$ cat config.mk
export PLATFORM = sky130hd
export DESIGN_NAME = byte_packer_flat
export DESIGN_NICKNAME = d
export VERILOG_FILES = /design/src/rtl/byte_packer_if.sv /design/src/rtl/byte_packer.sv /design/src/flat_wrapper.sv
export SDC_FILE = /design/constraint.sdc
export NUM_CORES = 1
export LEC_CHECK = 0
export CORE_UTILIZATION = 50
export DETAILED_ROUTE_END_ITERATION = 10
export PLACE_DENSITY = 0.77
export SLEW_MARGIN = 30
export SYNTH_ARGS = -nofsm -noshare
export SYNTH_HDL_FRONTEND = slang
export SYNTH_SLANG_ARGS = --single-unit
$ cat constraint.sdc
create_clock -name clk -period 1.9 [get_ports clk]
set_clock_uncertainty 0.1 [all_clocks]
set_input_delay 0.19 -clock clk [delete_from_list [all_inputs] [get_ports clk]]
set_output_delay 0.19 -clock clk [all_outputs]
set_load 0.05 [all_outputs]
$ cat src/rtl/byte_packer_if.sv
// Byte-in / word-out stream bundle for byte_packer.
// The slave modport is the packer's view; master is the environment around it.
interface byte_packer_if #(
  parameter int NUM_BYTES = 4
);
  logic                   i_valid_i;
  logic [7:0]             i_data_i;
  logic                   i_last_i;
  logic                   i_ready_o;
  logic                   e_ready_i;
  logic                   e_valid_o;
  logic [8*NUM_BYTES-1:0] e_data_o;
  logic [NUM_BYTES-1:0]   e_keep_o;
  logic                   e_last_o;

  modport slave (
    input  i_valid_i, i_data_i, i_last_i, e_ready_i,
    output i_ready_o, e_valid_o, e_data_o, e_keep_o, e_last_o
  );

  modport master (
    output i_valid_i, i_data_i, i_last_i, e_ready_i,
    input  i_ready_o, e_valid_o, e_data_o, e_keep_o, e_last_o
  );
endinterface

$ cat src/rtl/byte_packer.sv
// Packs a byte stream into little-endian NUM_BYTES-wide words with keep/last,
// flushing a partial word early when the input marks the last byte of a packet.
module byte_packer #(
  parameter int NUM_BYTES = 4
) (
  input logic          clk,
  input logic          reset_n,
  byte_packer_if.slave bus
);
  localparam int CW = $clog2(NUM_BYTES);
  localparam logic [CW-1:0] LAST_POS = CW'(NUM_BYTES - 1);

  logic [NUM_BYTES-2:0][7:0] acc_data;
  logic [CW-1:0]             acc_cnt;

  logic                      out_valid_q;
  logic [NUM_BYTES-1:0][7:0] out_data_q;
  logic [NUM_BYTES-1:0]      out_keep_q;
  logic                      out_last_q;

  logic                      in_ready;
  logic                      accept;
  logic                      complete;
  logic [NUM_BYTES-1:0][7:0] word_d;
  logic [NUM_BYTES-1:0]      keep_d;

  // A stalled word blocks intake; a draining word lets the next byte in.
  assign in_ready = ~out_valid_q | bus.e_ready_i;
  assign accept   = bus.i_valid_i & in_ready;
  assign complete = accept & ((acc_cnt == LAST_POS) | bus.i_last_i);

  // Stale accumulator bytes at or above acc_cnt are masked to zero here.
  always_comb begin
    word_d = '0;
    keep_d = '0;
    for (int k = 0; k < NUM_BYTES - 1; k++) begin
      if (CW'(k) < acc_cnt) word_d[k] = acc_data[k];
    end
    for (int k = 0; k < NUM_BYTES; k++) begin
      if (CW'(k) == acc_cnt) word_d[k] = bus.i_data_i;
      keep_d[k] = (CW'(k) <= acc_cnt);
    end
  end

  always_ff @(posedge clk or negedge reset_n) begin
    if (!reset_n) begin
      acc_cnt  <= '0;
      acc_data <= '0;
    end else if (accept) begin
      if (complete) begin
        acc_cnt <= '0;
      end else begin
        acc_cnt <= acc_cnt + 1'b1;
        for (int k = 0; k < NUM_BYTES - 1; k++) begin
          if (CW'(k) == acc_cnt) acc_data[k] <= bus.i_data_i;
        end
      end
    end
  end

  always_ff @(posedge clk or negedge reset_n) begin
    if (!reset_n) begin
      out_valid_q <= 1'b0;
      out_data_q  <= '0;
      out_keep_q  <= '0;
      out_last_q  <= 1'b0;
    end else if (complete) begin
      out_valid_q <= 1'b1;
      out_data_q  <= word_d;
      out_keep_q  <= keep_d;
      out_last_q  <= bus.i_last_i;
    end else if (bus.e_ready_i) begin
      out_valid_q <= 1'b0;
    end
  end

  assign bus.i_ready_o = in_ready;
  assign bus.e_valid_o = out_valid_q;
  assign bus.e_data_o  = out_data_q;
  assign bus.e_keep_o  = out_keep_q;
  assign bus.e_last_o  = out_last_q;
endmodule

$ cat src/flat_wrapper.sv
// flat-port wrapper written by rule: the top's interface ports become plain ports
module byte_packer_flat 
#(
  parameter int NUM_BYTES = 4
)
  (clk, reset_n, bus_i_valid_i, bus_i_data_i, bus_i_last_i, bus_e_ready_i, bus_i_ready_o, bus_e_valid_o, bus_e_data_o, bus_e_keep_o, bus_e_last_o);
  byte_packer_if #(.NUM_BYTES(NUM_BYTES)) bus_i ();
  input logic clk;
  input logic reset_n;
  input wire logic [$bits(bus_i.i_valid_i)-1:0] bus_i_valid_i;
  input wire logic [$bits(bus_i.i_data_i)-1:0] bus_i_data_i;
  input wire logic [$bits(bus_i.i_last_i)-1:0] bus_i_last_i;
  input wire logic [$bits(bus_i.e_ready_i)-1:0] bus_e_ready_i;
  output wire logic [$bits(bus_i.i_ready_o)-1:0] bus_i_ready_o;
  output wire logic [$bits(bus_i.e_valid_o)-1:0] bus_e_valid_o;
  output wire logic [$bits(bus_i.e_data_o)-1:0] bus_e_data_o;
  output wire logic [$bits(bus_i.e_keep_o)-1:0] bus_e_keep_o;
  output wire logic [$bits(bus_i.e_last_o)-1:0] bus_e_last_o;
  assign bus_i.i_valid_i = bus_i_valid_i;
  assign bus_i.i_data_i = bus_i_data_i;
  assign bus_i.i_last_i = bus_i_last_i;
  assign bus_i.e_ready_i = bus_e_ready_i;
  assign bus_i_ready_o = bus_i.i_ready_o;
  assign bus_e_valid_o = bus_i.e_valid_o;
  assign bus_e_data_o = bus_i.e_data_o;
  assign bus_e_keep_o = bus_i.e_keep_o;
  assign bus_e_last_o = bus_i.e_last_o;
  byte_packer #(.NUM_BYTES(NUM_BYTES)) u_core (.clk(clk), .reset_n(reset_n), .bus(bus_i));
endmodule
# == After elaboration in Yosys (flattened, before gate mapping) ==
# Index checks and enable logic that the tools add are counted.
# op_classes
shift,0
bitwise,6
add_sub_neg,1
eq_ne,4
magnitude_cmp,7
reduce_logical,5
mux,10
n_div,0
n_mul,0
# ops
operator,n
$mux W8,7
$reduce_and A3 Y1,3
$eq A2 B2 Y1 const A,2
$le A1 B2 Y1 const A,2
$le A2 B2 Y1 const A,2
$lt A1 B2 Y1 const A,2
$add A2 B1 Y2 const B,1
$and A1 B1 Y1,2
$eq A1 B2 Y1 const A,1
$eq A2 B2 Y1 const B,1
$logic_not A2 Y1,1
$lt A2 B2 Y1 const A,1
$mux W1,2
$mux W2,1
$not A1 Y1,2
$or A1 B1 Y1,2
$reduce_bool A2 Y1,1
# word_totals
wordCells,44
mem_bits_ro,0
ram_bits,0
memories,0
latch_bits,0
out_inout_bits,39
ff_bits,64

# == Depth between registers and ports, before layout ==
# depth
ltp_word,6
depth_mapped,6
ltp_nobuf,5

# == Worst setup path after synthesis ==
# OpenSTA, ideal clock, no wires.
# synth_path
path_type,flip-flop to flip-flop
from,"register u_core.out_valid_q, in the netlist u_core.bus.e_valid_o"
to,"register u_core.out_data_q, in the netlist u_core.bus.e_data_o[10]"
n_path_buf,3
required_ps,1675
slack_ps,64
path_stages_with_launch,7
arrival_time_ps,1611
cell_sequence,dfrtp_1 nand2b_1 buf_4 nand3b_4 buf_6 buf_6 mux2_4
# synth_between
elab_chain_cells,4
# synth_lines
item,line_no,rtl
start: declaration,byte_packer.sv:16,logic out_valid_q;
start signal: assignment,byte_packer.sv:63,out_valid_q <= 1'b0;
start signal: assignment,byte_packer.sv:68,out_valid_q <= 1'b1;
start signal: assignment,byte_packer.sv:73,out_valid_q <= 1'b0;
$not A1 Y1,byte_packer.sv:28,assign in_ready = ~out_valid_q | bus.e_ready_i;
$or A1 B1 Y1,byte_packer.sv:28,
via bus_i_ready_o,flat_wrapper.sv:14,output wire logic [$bits(bus_i.i_ready_o)-1:0] bus_i_ready_o;
$and A1 B1 Y1,byte_packer.sv:29,assign accept = bus.i_valid_i & in_ready;
$and A1 B1 Y1,byte_packer.sv:30,assign complete = accept & ((acc_cnt == LAST_POS) | bus.i_last_i);
end signal: assignment,byte_packer.sv:69,out_data_q <= word_d;
end: declaration,byte_packer.sv:17,logic [NUM_BYTES-1:0][7:0] out_data_q;
# The timed path passes the listed nets, and every way through them passes these cells.
# A chain may end at the register's enable or synchronous reset.

# == Final worst setup path ==
# layout_path
from,"register u_core.out_data_q, in the netlist u_core.bus.e_data_o[29]"
to,output port bus_e_data_o[29]
# layout_lines
item,line_no,rtl
end: declaration,flat_wrapper.sv:16,output wire logic [$bits(bus_i.e_data_o)-1:0] bus_e_data_o;
# No word-level cell between the ends.

==> summary.txt <==
GRT
  – First-pass GRT wire length: 9.07 mm
  – Largest net degree at the start of global routing: between 60 and 70
  – Grt ovf: 0
  – Vias in the first global route: 1827
  – Initial antenna violation count: 0
  – GRT Overall Usage: 20.5%

Place
  – Area after DPL: 0.00354 mm²
  – GP Congestion: 0.730
  – Port bufs: between 50 and 60
  – DPL Wire Length: around 3.8 mm

Timing
  – Peak Freq: 550 MHz
  – Least-Margin Pin Slew: 0.514 ns
  – Fin Setup TNS: 0 ns
  – Worst slew margin: approximately 66%
  – Period utilisation layout: 95.7%
  – WHS: 0.334 ns
  – # setup viols final: 0
  – Final hold viol count: 0
  – Slew Viols, Final: 0
  – Crit path time final: 1.82 ns
  – RSZ-0062 raised after global routing: false

Pwr
  – PwrDens: between 1500 and 2000 mW/mm²
  – P_leak: 1.79 nW
  – Worst VDD drop: about 1.1 mV

Route
  – TritonRoute pass-1 iters: 4
  – Vias per inst: 5.27
  – DRT iter0 DRCs: 50
  – DRT antenna net count: 0
  – Vias: 1777
  – Remaining DRCs: 0
  – Detailed Route WL: about 5.4 mm
  – Routed length per instance: 16.1 µm

Worst setup path
  – Critical path class: reg -> out
  – Arr. time, crit path: 1.53 ns
  – Worst path required time: 1.61 ns
  – Crit path capture type: output pin
  – CP bufs+invs: 1
  – Crit-path cells: clkdlybuf4s50_1
  – Worst r2r src: u_core.acc_cnt[0]
  – Critical path's top delay family: buffers and inverters
  – CP Launch Type: flip-flop
  – Worst-path maximum fanout: 2
  – Setup crit start: u_core.bus.e_data_o[29]
  – Slowest cell on crit path: clkdlybuf4s50_1
  – CP peak stage delay: 0.82 ns

Die
  – Die area: 0.00601 mm²
  – Die X-Extent: 77.5 µm
  – Initial Utilization: 51.8%
  – Core Rows: 27
  – Core area: approximately 0.0055 mm²
  – Die Height: 77.5 µm
  – Number of I/O pins: 52

Logic synthesis
  – Syn Nets: 209
  – Synthesis Warnings: 0
  – Count of cell types in the netlist: 24
  – #FFs+latches synth: 64
  – Synthesized netlist cell count: 191
  – Mapped Area: 0.00285 mm²
  – Sequential area share after synthesis: 56.2%
  – Mapped Avg Cell Area: 14.9 µm²

Finish
  – Final-layout fill cell count: 383
  – Multi-input gate area: between 0.001 and 0.0015 mm²
  – Storage element area: 0.00160 mm²
  – Layout cells sized above 1: roughly 37%
  – Design area: 0.00378 mm²
  – Ant diodes: 0
  – Final nets: 279
  – Layout Area Growth over Synthesis: 32.7%
  – Most frequent cells in the layout: dfrtp_1, clkdlybuf4s50_1, mux2_2, a22o_1, mux2_4
  – Commonest non-fill, non-tap cell in the layout: dfrtp_1

Run status
  – Run status: completed

Clock tree
  – Clock root buffer: clkbuf_8
  – Clock Sink Count: 64
  – CTS tree: done
  – CTS Buf Count: 9
  – Clock Pin Slew Worst Setup and Hold Paths: about 0.07 ns
  – Worst-Skew Late Latency: 0.34 ns
  – CTS max path bufs: 2
  – H-tree depth: 3

Flow run
  – Max Cap Viol: 0

Worst hold path
  – Hold Crit Class: in -> async
## per-stage QoR
step           setup WS [ns]  utilization, %  power (mW)  cells
3_5_place_dp         0.00734            64.3        4.54    318
3_3_place_gp          0.0465            64.3        4.48    318
2_1_floorplan         0.0642               -        3.74    191
6_report              0.0822            68.7        5.70    337
4_1_cts               0.0281            68.2        5.73    334
5_1_grt               0.0150            68.7        5.97    337
## path summary, 6_finish.rpt
| check | slack, ns | to | cells after the start |
|---|---|---|---|
| max in group asynchronous | 1.09 | u_core.bus.e_data_o[12] | 3 |
| max reg2reg | 0.09 | u_core.bus.e_data_o[21] | 5 |
| min in group clk | 0.37 | u_core.bus.e_keep_o[0] | 1 |
| min reg2reg | 0.37 | u_core.bus.e_keep_o[0] | 1 |
| max | 0.08 | bus_e_data_o[29] | 1 |
| min | 0.33 | u_core.bus.e_keep_o[3] | 3 |
## metal layers
layer | share of wire (%) | wire [µm] | vias up | global-route usage, %
li1 | - | - | 839 | -
met1 | 46 | 2520 | 891 | 27.7
met2 | 48 | 2610 | 36 | 31.3
met3 | 3.3 | 181 | 11 | 4.12
met4 | 2.3 | 123 | 0 | 10.8
met5 | 0 | 0 | - | 0
## flip-flops by register name, summed over array words and instances, names as in the netlist
signal,cells
u_core.acc_cnt,2
u_core.bus.e_data_o,32
u_core.acc_data,24
u_core.bus.e_valid_o,1
u_core.bus.e_last_o,1
u_core.bus.e_keep_o,4
## Yosys cell counts
library cell  number  area, µm²
and3_1             1       6.26
buf_4              1       7.51
nor2_4             1       11.3
buf_6              3       33.8
mux2i_1            3       30.0
nand3_1            2       10.0
mux2_2            38        428
and2_1             1       6.26
dfrtp_1           64       1600
ha_1               5       62.6
nand3b_4           1       20.0
clkbuf_1           1       3.75
nand4_2            3       37.5
inv_1              6       22.5
a22o_1            22        193
a21o_1             1       7.51
o21ai_0            3       15.0
o22ai_1            1       6.26
mux2_4            18        270
nor2b_1            3       18.8
nand2b_1           2       12.5
buf_2              5       25.0
nand2_1            5       18.8
nor2_1             1       3.75
## where the power goes
group          switching [mW]  leakage, nW  total [mW]  internal (mW)
Clock                   0.483        0.108        1.18          0.701
Sequential              0.261        0.806        2.11           1.85
Combinational            1.31        0.871        2.40           1.08
Total                    2.06         1.79        5.70           3.64
## repair_timing
item	in CTS	in global routing
buffers inserted	0	3
resized for setup	0	2
setup endpoints to repair	0	20
hold buffers	1	0
endpoints found under the hold margin	64	0
## logic make-up after synthesis
logic type | count (synthesis) | share of synthesized area [%]
DFF | 64 | 56.2
buffers and inverters | 16 | 3.25
and+or+nand+nor | 20 | 5.09
adders and majority gates | 5 | 2.19
AOI/OAI and AO/OA | 27 | 7.77
muxes | 59 | 25.5
## final cells by class
type,count,share of cell area [%]
well taps,72,2.38
inverters,6,0.595
clock inverters,3,1.06
clock buffers,12,4.36
flip-flops and latches,64,42.3
repair buffers,69,18.6
multi-input cells,111,30.7
(Power assumes the default switching activity.)
